<file path="config.mk">
export PLATFORM = sky130hd
export DESIGN_NAME = grid_display_scan
export DESIGN_NICKNAME = d
export VERILOG_FILES = /design/src/rtl/game_pkg.sv /design/src/rtl/grid_popcount.sv /design/src/rtl/grid_display_scan.sv
export SDC_FILE = /design/constraint.sdc
export NUM_CORES = 1
export LEC_CHECK = 0
export BUFFER_PORTS_ARGS = -buffer_cell sky130_fd_sc_hd__buf_2
export CAP_MARGIN = 20
export CORE_MARGIN = 5
export CORE_UTILIZATION = 41
export CTS_CLUSTER_DIAMETER = 150
export CTS_CLUSTER_SIZE = 28
export DETAILED_ROUTE_END_ITERATION = 16
export GPL_TIMING_DRIVEN = 1
export PLACE_DENSITY_LB_ADDON = 0.15
export SLEW_MARGIN = 10
export SYNTH_ARGS = -nofsm -noshare
export SYNTH_HDL_FRONTEND = slang
export SYNTH_SLANG_ARGS = --single-unit
</file>
<file path="constraint.sdc">
create_clock -name clk -period 11.36 [get_ports clk]
set_input_delay 2.272 -clock clk [delete_from_list [all_inputs] [get_ports clk]]
set_output_delay 2.272 -clock clk [all_outputs]
set_load 0.05 [all_outputs]
</file>
<file path="src/rtl/game_pkg.sv">
// Shared grid definitions for the Game-of-Life engine and its display scanner.
package game_pkg;

  localparam int GRID_DIM  = 8;
  localparam int GRID_BITS = GRID_DIM * GRID_DIM;

  typedef logic [GRID_BITS-1:0] grid_t;

  typedef enum logic {
    BLANK = 1'b0,
    DRIVE = 1'b1
  } scan_state_t;

endpackage

</file>
<file path="src/rtl/grid_popcount.sv">
// Combinational live-cell counter for one 64-cell generation.
module grid_popcount
  import game_pkg::*;
(
  input  grid_t      grid,
  output logic [6:0] count
);

  always_comb begin
    count = '0;
    for (int i = 0; i < GRID_BITS; i++) begin
      count = count + 7'(grid[i]);
    end
  end

endmodule

</file>
<file path="src/rtl/grid_display_scan.sv">
// Double-buffered 8x8 LED row scanner: a new generation is swapped in only at a
// frame boundary, and each row is preceded by an all-off blanking interval.
module grid_display_scan
  import game_pkg::*;
#(
  parameter int ROW_DWELL    = 1000,
  parameter int BLANK_CYCLES = 4
) (
  input  logic                clk,
  input  logic                reset,
  input  grid_t               grid_in,
  input  logic                grid_valid,
  output logic [GRID_DIM-1:0] row_sel,
  output logic [GRID_DIM-1:0] col_data,
  output logic                frame_done,
  output logic [6:0]          alive_count
);

  localparam int CNT_MAX = (ROW_DWELL > BLANK_CYCLES) ? ROW_DWELL : BLANK_CYCLES;
  localparam int CW      = (CNT_MAX > 1) ? $clog2(CNT_MAX) : 1;

  scan_state_t state, state_next;
  logic [CW-1:0] cnt, cnt_next;
  logic [2:0]    row_idx, row_next;
  logic          swap_edge;

  grid_t      front, back, load_val;
  logic       pending;
  logic [6:0] load_count;

  always_comb begin
    state_next = state;
    cnt_next   = cnt + CW'(1);
    row_next   = row_idx;
    swap_edge  = 1'b0;
    case (state)
      BLANK: begin
        if (cnt == CW'(BLANK_CYCLES - 1)) begin
          state_next = DRIVE;
          cnt_next   = '0;
        end
      end
      DRIVE: begin
        if (cnt == CW'(ROW_DWELL - 1)) begin
          state_next = BLANK;
          cnt_next   = '0;
          row_next   = row_idx + 3'd1;
          swap_edge  = (row_idx == 3'd7);
        end
      end
      default: begin
        state_next = BLANK;
        cnt_next   = '0;
      end
    endcase
  end

  always_ff @(posedge clk) begin
    if (reset) begin
      state   <= BLANK;
      cnt     <= '0;
      row_idx <= '0;
    end else begin
      state   <= state_next;
      cnt     <= cnt_next;
      row_idx <= row_next;
    end
  end

  // A strobe landing on the swap edge bypasses the back buffer so the newest generation wins.
  assign load_val = grid_valid ? grid_in : back;

  grid_popcount u_popcount (
    .grid  (load_val),
    .count (load_count)
  );

  always_ff @(posedge clk) begin
    if (reset) begin
      front       <= '0;
      back        <= '0;
      pending     <= 1'b0;
      alive_count <= '0;
      frame_done  <= 1'b0;
    end else begin
      frame_done <= swap_edge;
      if (grid_valid) begin
        back <= grid_in;
      end
      if (swap_edge) begin
        if (pending || grid_valid) begin
          front       <= load_val;
          alive_count <= load_count;
        end
        pending <= 1'b0;
      end else if (grid_valid) begin
        pending <= 1'b1;
      end
    end
  end

  always_comb begin
    row_sel  = '0;
    col_data = '0;
    if (state == DRIVE) begin
      row_sel  = GRID_DIM'(1) << row_idx;
      col_data = front[{row_idx, 3'b000} +: GRID_DIM];
    end
  end

endmodule
</file>
---- Yosys cells after proc, flatten, opt, wreduce, memory -nomap -nowiden ----
Index checks and enable logic that the tools add are counted.
word-level totals
  bits in writable memories ............... 0
  latch bits .............................. 0
  output and inout port bits .............. 24
  memory bits (read-only) ................. 0
  memories kept ........................... 0
  word-level logic and storage cells ...... 94
  bits of input ports ..................... 67
  bits in registers ....................... 151
operators by class
  multiply operators ...................... 0
  $lt $le $gt $ge ......................... 0
  add/sub/neg operators ................... 65
  mux-type cells .......................... 11
  shift operators ......................... 2
  divide/modulo/power cells ............... 0
  equality and inequality tests ........... 3
  reduce and logical (&&, ||, !) cells .... 4
  bitwise operators ....................... 1
operators with widths
  operator                                                                 count
  7-bit by 1-bit adder with 7-bit output                                   62
  64-bit 2-to-1 mux                                                        1
  64-bit by 7-bit indexed part select with 8-bit output                    1
  10-bit 2-to-1 mux                                                        2
  10-bit case mux with 2 select lines                                      1
  8-bit 2-to-1 mux                                                         2
  10-bit by 1-bit adder with 10-bit output (second input constant)         1
  10-bit equality test (second input constant)                             1
  10-bit by 2-bit equality test with 1-bit output (second input constant)  1
  1-bit by 3-bit << shifter with 8-bit output (first input constant)       1
  1-bit 2-to-1 mux                                                         4
  2-bit AND reduction                                                      2
  3-bit by 1-bit adder with 3-bit output (second input constant)           1
  3-bit equality test (second input constant)                              1
  1-bit by 1-bit adder with 2-bit output                                   1
  1-bit case mux with 2 select lines                                       1
  2-bit OR reduction                                                       1
  1-bit logical OR                                                         1
  1-bit NOT                                                                1

---- Depth between registers and ports, before layout ----
Gate-level depths: netlist of run 1.
  depth after elaboration ................. 64
  mapped depth ............................ 27
  depth with buffers taken out ............ 25

---- By module ----
A second synthesis of run 1 with hierarchy kept.
unflattened totals
  cells, all modules ...................... 835
  area, all modules ....................... 8294.2 sq um
by module, submodules not included
  module             area each (sq um)  cells each  sequential area each (sq um)  instances
  grid_display_scan  6472.5             643         3022.9                        1
  grid_popcount      1821.7             192         0.0                           1

---- Worst setup path before layout of run 1 ----
No wires, ideal clock.
  path kind ............................... in2reg
  start point ............................. in grid_valid
  end point ............................... reg alive_count[6]
  stages .................................. 26
  required time ........................... 11281 ps
  library setup time ...................... 79 ps
  arrival time ............................ 8992 ps
  buffers on the path ..................... 2
  slack ................................... 2288 ps
  cell sequence ........................... buf_2 buf_1 mux2i_1 inv_1 ha_1 fa_1 fa_1 inv_1 fa_1 fa_1 inv_1 fa_1 fa_1 inv_1 fa_1 inv_1 fa_1 inv_1 fa_1 inv_1 fa_1 a21o_1 nand3_1 a31oi_1 nor2_1 a211oi_2
between the ends
  longest elaborated chain between the ends .. 64
  elaborated cells on any way between the ends .. 66
  classes of those cells .................. 63 x add/sub; 1 x mux; 2 x reduce/logical
RTL lines
  what                                                   RTL line                 source
  from (decl)                                            grid_display_scan.sv:12  input logic grid_valid,
  64-bit 2-to-1 mux                                      --
  named net load_val[0]                                  grid_display_scan.sv:27  grid_t front, back, load_val;
  1-bit by 1-bit adder with 2-bit output                 grid_popcount.sv:12      count = count + 7'(grid[i]);
  7-bit by 1-bit adder with 7-bit output (62 in series)  grid_popcount.sv:12
  to (signal assigned)                                   grid_display_scan.sv:93  alive_count <= load_count;
  to (decl)                                              grid_display_scan.sv:16  output logic [6:0] alive_count
The timed path passes the listed nets, and every way through them passes these cells.
A chain may end at the register's enable or synchronous reset.

---- Worst setup path in the final report of run 1 ----
  start point ............................. in grid_valid
  end point ............................... reg alive_count[6]
between the ends
  longest elaborated chain between the ends .. 64
  elaborated cells on any way between the ends .. 66
  classes of those cells .................. 63 x add/sub; 1 x mux; 2 x reduce/logical
RTL lines
  what                                                   RTL line
  64-bit 2-to-1 mux                                      --
  1-bit by 1-bit adder with 2-bit output                 grid_popcount.sv:12
  7-bit by 1-bit adder with 7-bit output (62 in series)  grid_popcount.sv:12
Parallel ways exist; a longest one is shown, timed or not.

==> flow_summary.json, run 1 <==
{
  "hold_buffers": 0,
  "fmax_mhz": 111,
  "synth_top_family_by_area": "adder cells",
  "final-hold-violation-count": 0,
  "async_reset_ff_share_pct": 0,
  "grt_pass1_wl_um": 29900,
  "p_per_area_nw_per_um2": 366,
  "fin_tns_setup_ns": 0,
  "min_path_cells": 1,
  "slowest_delay_ns": 0.55,
  "cp_num_cells": 23,
  "crit_slowest_cell": "buf_4",
  "synth_edf_count": 0,
  "post-place-ws_ns": 1.90,
  "cp_common_cell": "fa_1",
  "placed_cell_area_sq_um": 8410,
  "finalSetupViolCount": 0,
  "clock-sinks": 151,
  "synth_area_sq_um": 7870,
  "hold_start": "cnt[0]$_SDFF_PP0_",
  "clock_latency_ns": 0.43,
  "synth_mux_area_share_pct": 13.2,
  "ys.flop_type": "dfxtp_1",
  "r2r-end": "alive_count[6]$_SDFFE_PP0P_",
  "gp_congestion": 0.804,
  "cp.required_ns": 11.71,
  "seq_area_frac_synth_pct": 38.4,
  "end_kind": "flop",
  "vias": 5330,
  "io_buffers": 90,
  "worst-path-buf-inv": 7,
  "p_leak_nw": 4.00,
  "tightest_slew_ns": 0.903,
  "hold_path.class": "flop to flop",
  "antenna_left": 0,
  "grt_usage_pct": 17.5,
  "cp.arrival_ns": 9.34,
  "pin_count": 91,
  "design_area_sq_um": 9100,
  "num-nets-final": 966,
  "synthCells": 751,
  "synth.distinct_cells": 40,
  "synth-xor-area-share_pct": 1.34,
  "synthTopCellsByArea": "dfxtp_1 (38%), fa_1 (14%), mux2i_1 (8.7%)",
  "synth_adder_area_share_pct": 17.4,
  "core_area_sq_um": 18800,
  "yosysMostFrequentCell": "nor2_1",
  "cp-start-kind": "input pin",
  "drv_cap": 0,
  "cp_cell_sequence": "buf_4 > buf_4 > mux2i_1 > fa_1 > fa_1 > fa_1 > inv_1 > fa_1 > fa_1 > fa_1 > inv_1 > fa_1 > inv_1 > fa_1 > inv_1 > fa_1 > inv_1 > fa_1 > a21o_1 > nand3_1 > a31oi_1 > nor2_1 > a211oi_2",
  "die_area_sq_um": 22100,
  "start_util_pct": 41.9,
  "cts-resized-gates": 0,
  "ys_warn_count": 0,
  "outcome": "completed",
  "clk_pin_slew_ns": 0.06,
  "clockRootBuffer": "clkbuf_16",
  "path_delay_family": "adder cells",
  "worstPathMaxFanout": 37,
  "criticalPathCategory": "input pin to flop",
  "final_layout_size_suffix_gt1_share_pct": 23.7,
  "place_hpwl_um": 14000,
  "wl_per_cell_um": 17.1,
  "synth_top_area_share_pct": 38.4,
  "totalWireLength_um": 18300,
  "synth_top_cell_by_area": "dfxtp_1",
  "synthSimpleGateAreaFrac_pct": 10.6,
  "fin_skew_ns": 0.0107,
  "grt_pass1_vias": 5532,
  "cts_buffers": 17,
  "antenna_found_initial": 0,
  "grt_max_degree": 88,
  "drc": 0,
  "fin_ws_ns": 2.36,
  "row_count": 50,
  "cts_tree": "built",
  "grt_setup_unrepaired": "false",
  "first_iter_violations": 316,
  "die_height_um": 149,
  "final_util_pct": 48.5,
  "period_share_pct": 79.2,
  "viasPerCell": 4.99,
  "ir_worst_vdd_mv": 0.965,
  "min_period_ns": 9.00,
  "die_x_um": 149,
  "h-tree-depth": 4,
  "ys_seq_elements": 151,
  "synth-compound-area-share_pct": 11.5,
  "reg2reg_slack_ns": 4.79,
  "cts_buffer_depth": 2,
  "grt_overflow_total": 0,
  "synth_area_per_cell_sq_um": 10.5,
  "whs_endpoint": "cnt[0]$_SDFF_PP0_",
  "slew_headroom_pct": 39.8,
  "syn_to_final_growth_pct": 15.7,
  "cts.repair_timing.setup_buffer_count": 0,
  "synth_commonest_cells": "nor2_1 (152), dfxtp_1 (151), inv_1 (90)",
  "reg2reg_from": "back[1]$_SDFF_PP0_",
  "worst_r2r_path_depth": 24,
  "dr.pass1.iters": 5,
  "n_antenna_cell": 0,
  "synth_nets": 895,
  "slew_violations": 0
}
==> cell type report <==
| class | count | area [sq um] |
|---|---|---|
| clock buffer | 19 | 453 |
| clock inverter | 13 | 195 |
| multi-input combinational | 465 | 4270 |
| inverter | 91 | 342 |
| tap | 234 | 293 |
| timing repair buffer | 96 | 528 |
| sequential | 151 | 3020 |
| fill | 1755 | 9670 |
==> stage by stage <==
step | std cells | power [W] | hold slack, ns
after floorplan | 751 | 0.00226 | 0.430
after global placement | 1035 | 0.00273 | 0.447
after detailed placement | 1035 | 0.00276 | 0.455
after CTS | 1067 | 0.00339 | 0.470
after global routing | 1069 | 0.00367 | 0.499
final | 1069 | 0.00333 | 0.468
==> worst max path at each step <==
stage	startpoint	to	slack, ns
floorplan	grid_valid	alive_count[6]$_SDFFE_PP0P_	2.29
global placement	grid_valid	alive_count[4]$_SDFFE_PP0P_	2.01
detailed placement	grid_valid	alive_count[4]$_SDFFE_PP0P_	1.90
CTS	grid_valid	alive_count[6]$_SDFFE_PP0P_	2.32
global route	grid_valid	alive_count[4]$_SDFFE_PP0P_	1.97
finish	grid_valid	alive_count[6]$_SDFFE_PP0P_	2.36
==> placed cells by master (no fill, tap or decap), types with 18 or more instances in the layout <==
master / Yosys / layout
a211oi_1: 18 / 18
a211oi_2: 50 / 50
buf_2: 8 / 88
dfxtp_1: 151 / 151
fa_1: 54 / 54
ha_1: 23 / 23
inv_1: 90 / 90
mux2i_1: 68 / 68
nand2_1: 22 / 22
nor2_1: 152 / 152
==> state kept, by name (all words and copies together) (netlist names) <==
name and flops:
back 64, front 64, cnt 10, alive_count 7
row_idx 3, frame_done 1, pending 1, state 1
==> metal layers <==
| metal | up-vias | GRT usage, % | wire length [um] | part of all wire, % |
|---|---|---|---|---|
| li1 | 2615 | - | - | - |
| met4 | 0 | 5.40 | 235 | 1.3 |
| met2 | 96 | 27.3 | 8400 | 46 |
| met1 | 2599 | 24.5 | 8880 | 48 |
| met3 | 20 | 3.75 | 811 | 4.4 |
| met5 | - | 0 | 0 | 0 |
==> power breakdown <==
part	total (W)	internal [W]	switching (W)	leakage, nW
logic	0.00216	0.000989	0.00117	2.45
registers	0.000550	0.000545	0.00000585	1.23
clock network	0.000613	0.000382	0.000231	0.312
==> worst register-to-register path: cells and delay by family (launching register included) <==
family                   cells  cell delay, ns
AO/OA/AOI/OAI                3            0.49
AND/OR/NAND/NOR              2            0.15
flip-flops                   1            0.30
multiplexers                 1            0.26
buffers and inverters        7            0.41
adder cells (fa/ha/maj)     11            4.87
==> kinds of logic after synthesis <==
| kind of cell | after synthesis |
|---|---|
| buffers and inverters | 135 |
| AO/OA/AOI/OAI | 89 |
| multiplexers | 84 |
| flip-flops | 151 |
| XOR/XNOR | 12 |
| adder cells (fa/ha/maj) | 77 |
| AND/OR/NAND/NOR | 203 |
Power figures use the tool's default switching activity.
==> inputs of run 2 (changes only) <==
Clock period 11.36 ns to 7.3 ns, I/O delays scaled along.
==> run 2 against run 1 <==
  * Critical path depth up 2
  * Critical path type unchanged
  * Final area up 8.5%
  * Setup slack worse by 2.3 ns
  * Sequential cell count unchanged
  * Via count up 5.7%
  * Routed wire length up 9.2%
  * Critical endpoint is now alive_count[4]$_SDFFE_PP0P_
  * Global-route usage up 1.5 points
  * Utilization up 4.1 points
  * Register-to-register slack worse by 3.8 ns
  * Non-clock buffer count up 77
==> flow_summary.json, run 2 (synthesized netlist as in run 1, its figures left out) <==
{
  "clock_latency_ns": 0.43,
  "finalSetupViolCount": 0,
  "grt_pass1_vias": 5953,
  "wl_met2_um": 9380,
  "first_iter_violations": 315,
  "grt_usage_pct": 19.0,
  "antenna_found_initial": 0,
  "cts_tree": "built",
  "drc": 0,
  "wl_per_cell_um": 17.5,
  "drt-met1-wl_um": 9590,
  "num-nets-final": 1043,
  "period_share_pct": 99.6,
  "h-tree-depth": 4,
  "n_antenna_cell": 0,
  "hold_start": "cnt[0]$_SDFF_PP0_",
  "grt_setup_unrepaired": "true",
  "fin_skew_ns": 0.00682,
  "gp_congestion": 0.819,
  "die_height_um": 149,
  "tightest_slew_ns": 0.921,
  "place_inst": 1112,
  "placed_cell_area_sq_um": 9070,
  "cts_buffer_depth": 2,
  "top_layer": "met4",
  "regArea_sq_um": 3020,
  "totalWireLength_um": 20000,
  "num-fill-cells": 1702,
  "cp.required_ns": 7.58,
  "criticalPathCategory": "input pin to flop",
  "hold_ws_ns": 0.460,
  "dr.pass1.iters": 4,
  "min_period_ns": 7.27,
  "worst-path-buf-inv": 9,
  "reg_top3": "back (64), front (64), cnt (10)",
  "cp_common_cell": "fa_1",
  "core_area_sq_um": 18800,
  "path_delay_family": "adder cells",
  "pin_count": 91,
  "grt_pass1_wl_um": 32300,
  "startpoint": "grid_valid",
  "io_buffers": 90,
  "grt_max_degree": 94,
  "grt_overflow_total": 0,
  "viasPerCell": 4.92,
  "hold_buffers": 0,
  "slew_violations": 0,
  "fin_tns_setup_ns": 0,
  "clock-sinks": 151,
  "final-hold-violation-count": 0,
  "crit_slowest_cell": "fa_1",
  "antenna_left": 0,
  "mostFrequentLayoutCells": "nor2_1 (152), dfxtp_1 (151), buf_2 (88), inv_1 (84), buf_4 (79)",
  "place_hpwl_um": 15100,
  "wl_met3_um": 811,
  "die_x_um": 149,
  "cp.arrival_ns": 7.55,
  "slew_headroom_pct": 38.6,
  "worstPathMaxFanout": 12,
  "clockRootBuffer": "clkbuf_16",
  "outcome": "completed",
  "hold_path.class": "flop to flop",
  "cts_buffers": 17,
  "syn_to_final_growth_pct": 25.5,
  "drv_cap": 0,
  "multiInputGateArea_sq_um": 4420,
  "reg2reg_from": "back[1]$_SDFF_PP0_",
  "start_util_pct": 41.9,
  "fin_cells": 1146,
  "slowest_delay_ns": 0.54,
  "final_common_cell": "nor2_1",
  "fmax_mhz": 138,
  "row_count": 50,
  "cp-start-kind": "input pin",
  "final_layout_size_suffix_gt1_share_pct": 33.3,
  "vias": 5635,
  "clk_pin_slew_ns": 0.06,
  "end_kind": "flop",
  "design_area_sq_um": 9870,
  "die_area_sq_um": 22100
}
run 2: timing repair:
action	in CTS	in global routing
gates resized for setup	6	25
endpoints found under the setup margin	4	6
pin swaps	0	8
setup buffers	0	1
run 2: final timing paths:
| kind | to | slack [ns] | depth (start not counted) |
|---|---|---|---|
| worst max-delay path | alive_count[4]$_SDFFE_PP0P_ | 0.03 | 25 |
| worst max register to register | alive_count[4]$_SDFFE_PP0P_ | 1.00 | 24 |
| worst min-delay path | cnt[0]$_SDFF_PP0_ | 0.46 | 1 |
| worst min register to register | cnt[0]$_SDFF_PP0_ | 0.46 | 1 |
run 2: area by class of cell:
type                    instances  share of cell area [%]
clock inverters                10                    1.43
multi-input cells             465                    44.8
clock buffers                  22                    5.01
repair buffers                173                    11.7
flip-flops and latches        151                    30.6
inverters                      91                    3.46
well taps                     234                    2.97
run 2: routing by layer:
layer | track usage (%) | vias to the layer above
li1 | - | 2768
met2 | 29.5 | 102
met5 | 0 | -
met3 | 3.93 | 16
met4 | 5.13 | 0
met1 | 26.9 | 2749
run 2: through the flow:
step,utilization (%),worst slack [ns]
5_1_grt,52.6,-0.218
3_5_place_dp,48.3,-0.615
3_3_place_gp,48.3,-0.507
4_1_cts,51.8,0.000323
2_1_floorplan,-,-0.227
6_report,52.6,0.0320
Power of run 2 is left out: the tool's default activity adds up to more than one toggle a clock period on the data nets, which glitch-free logic cannot reach.
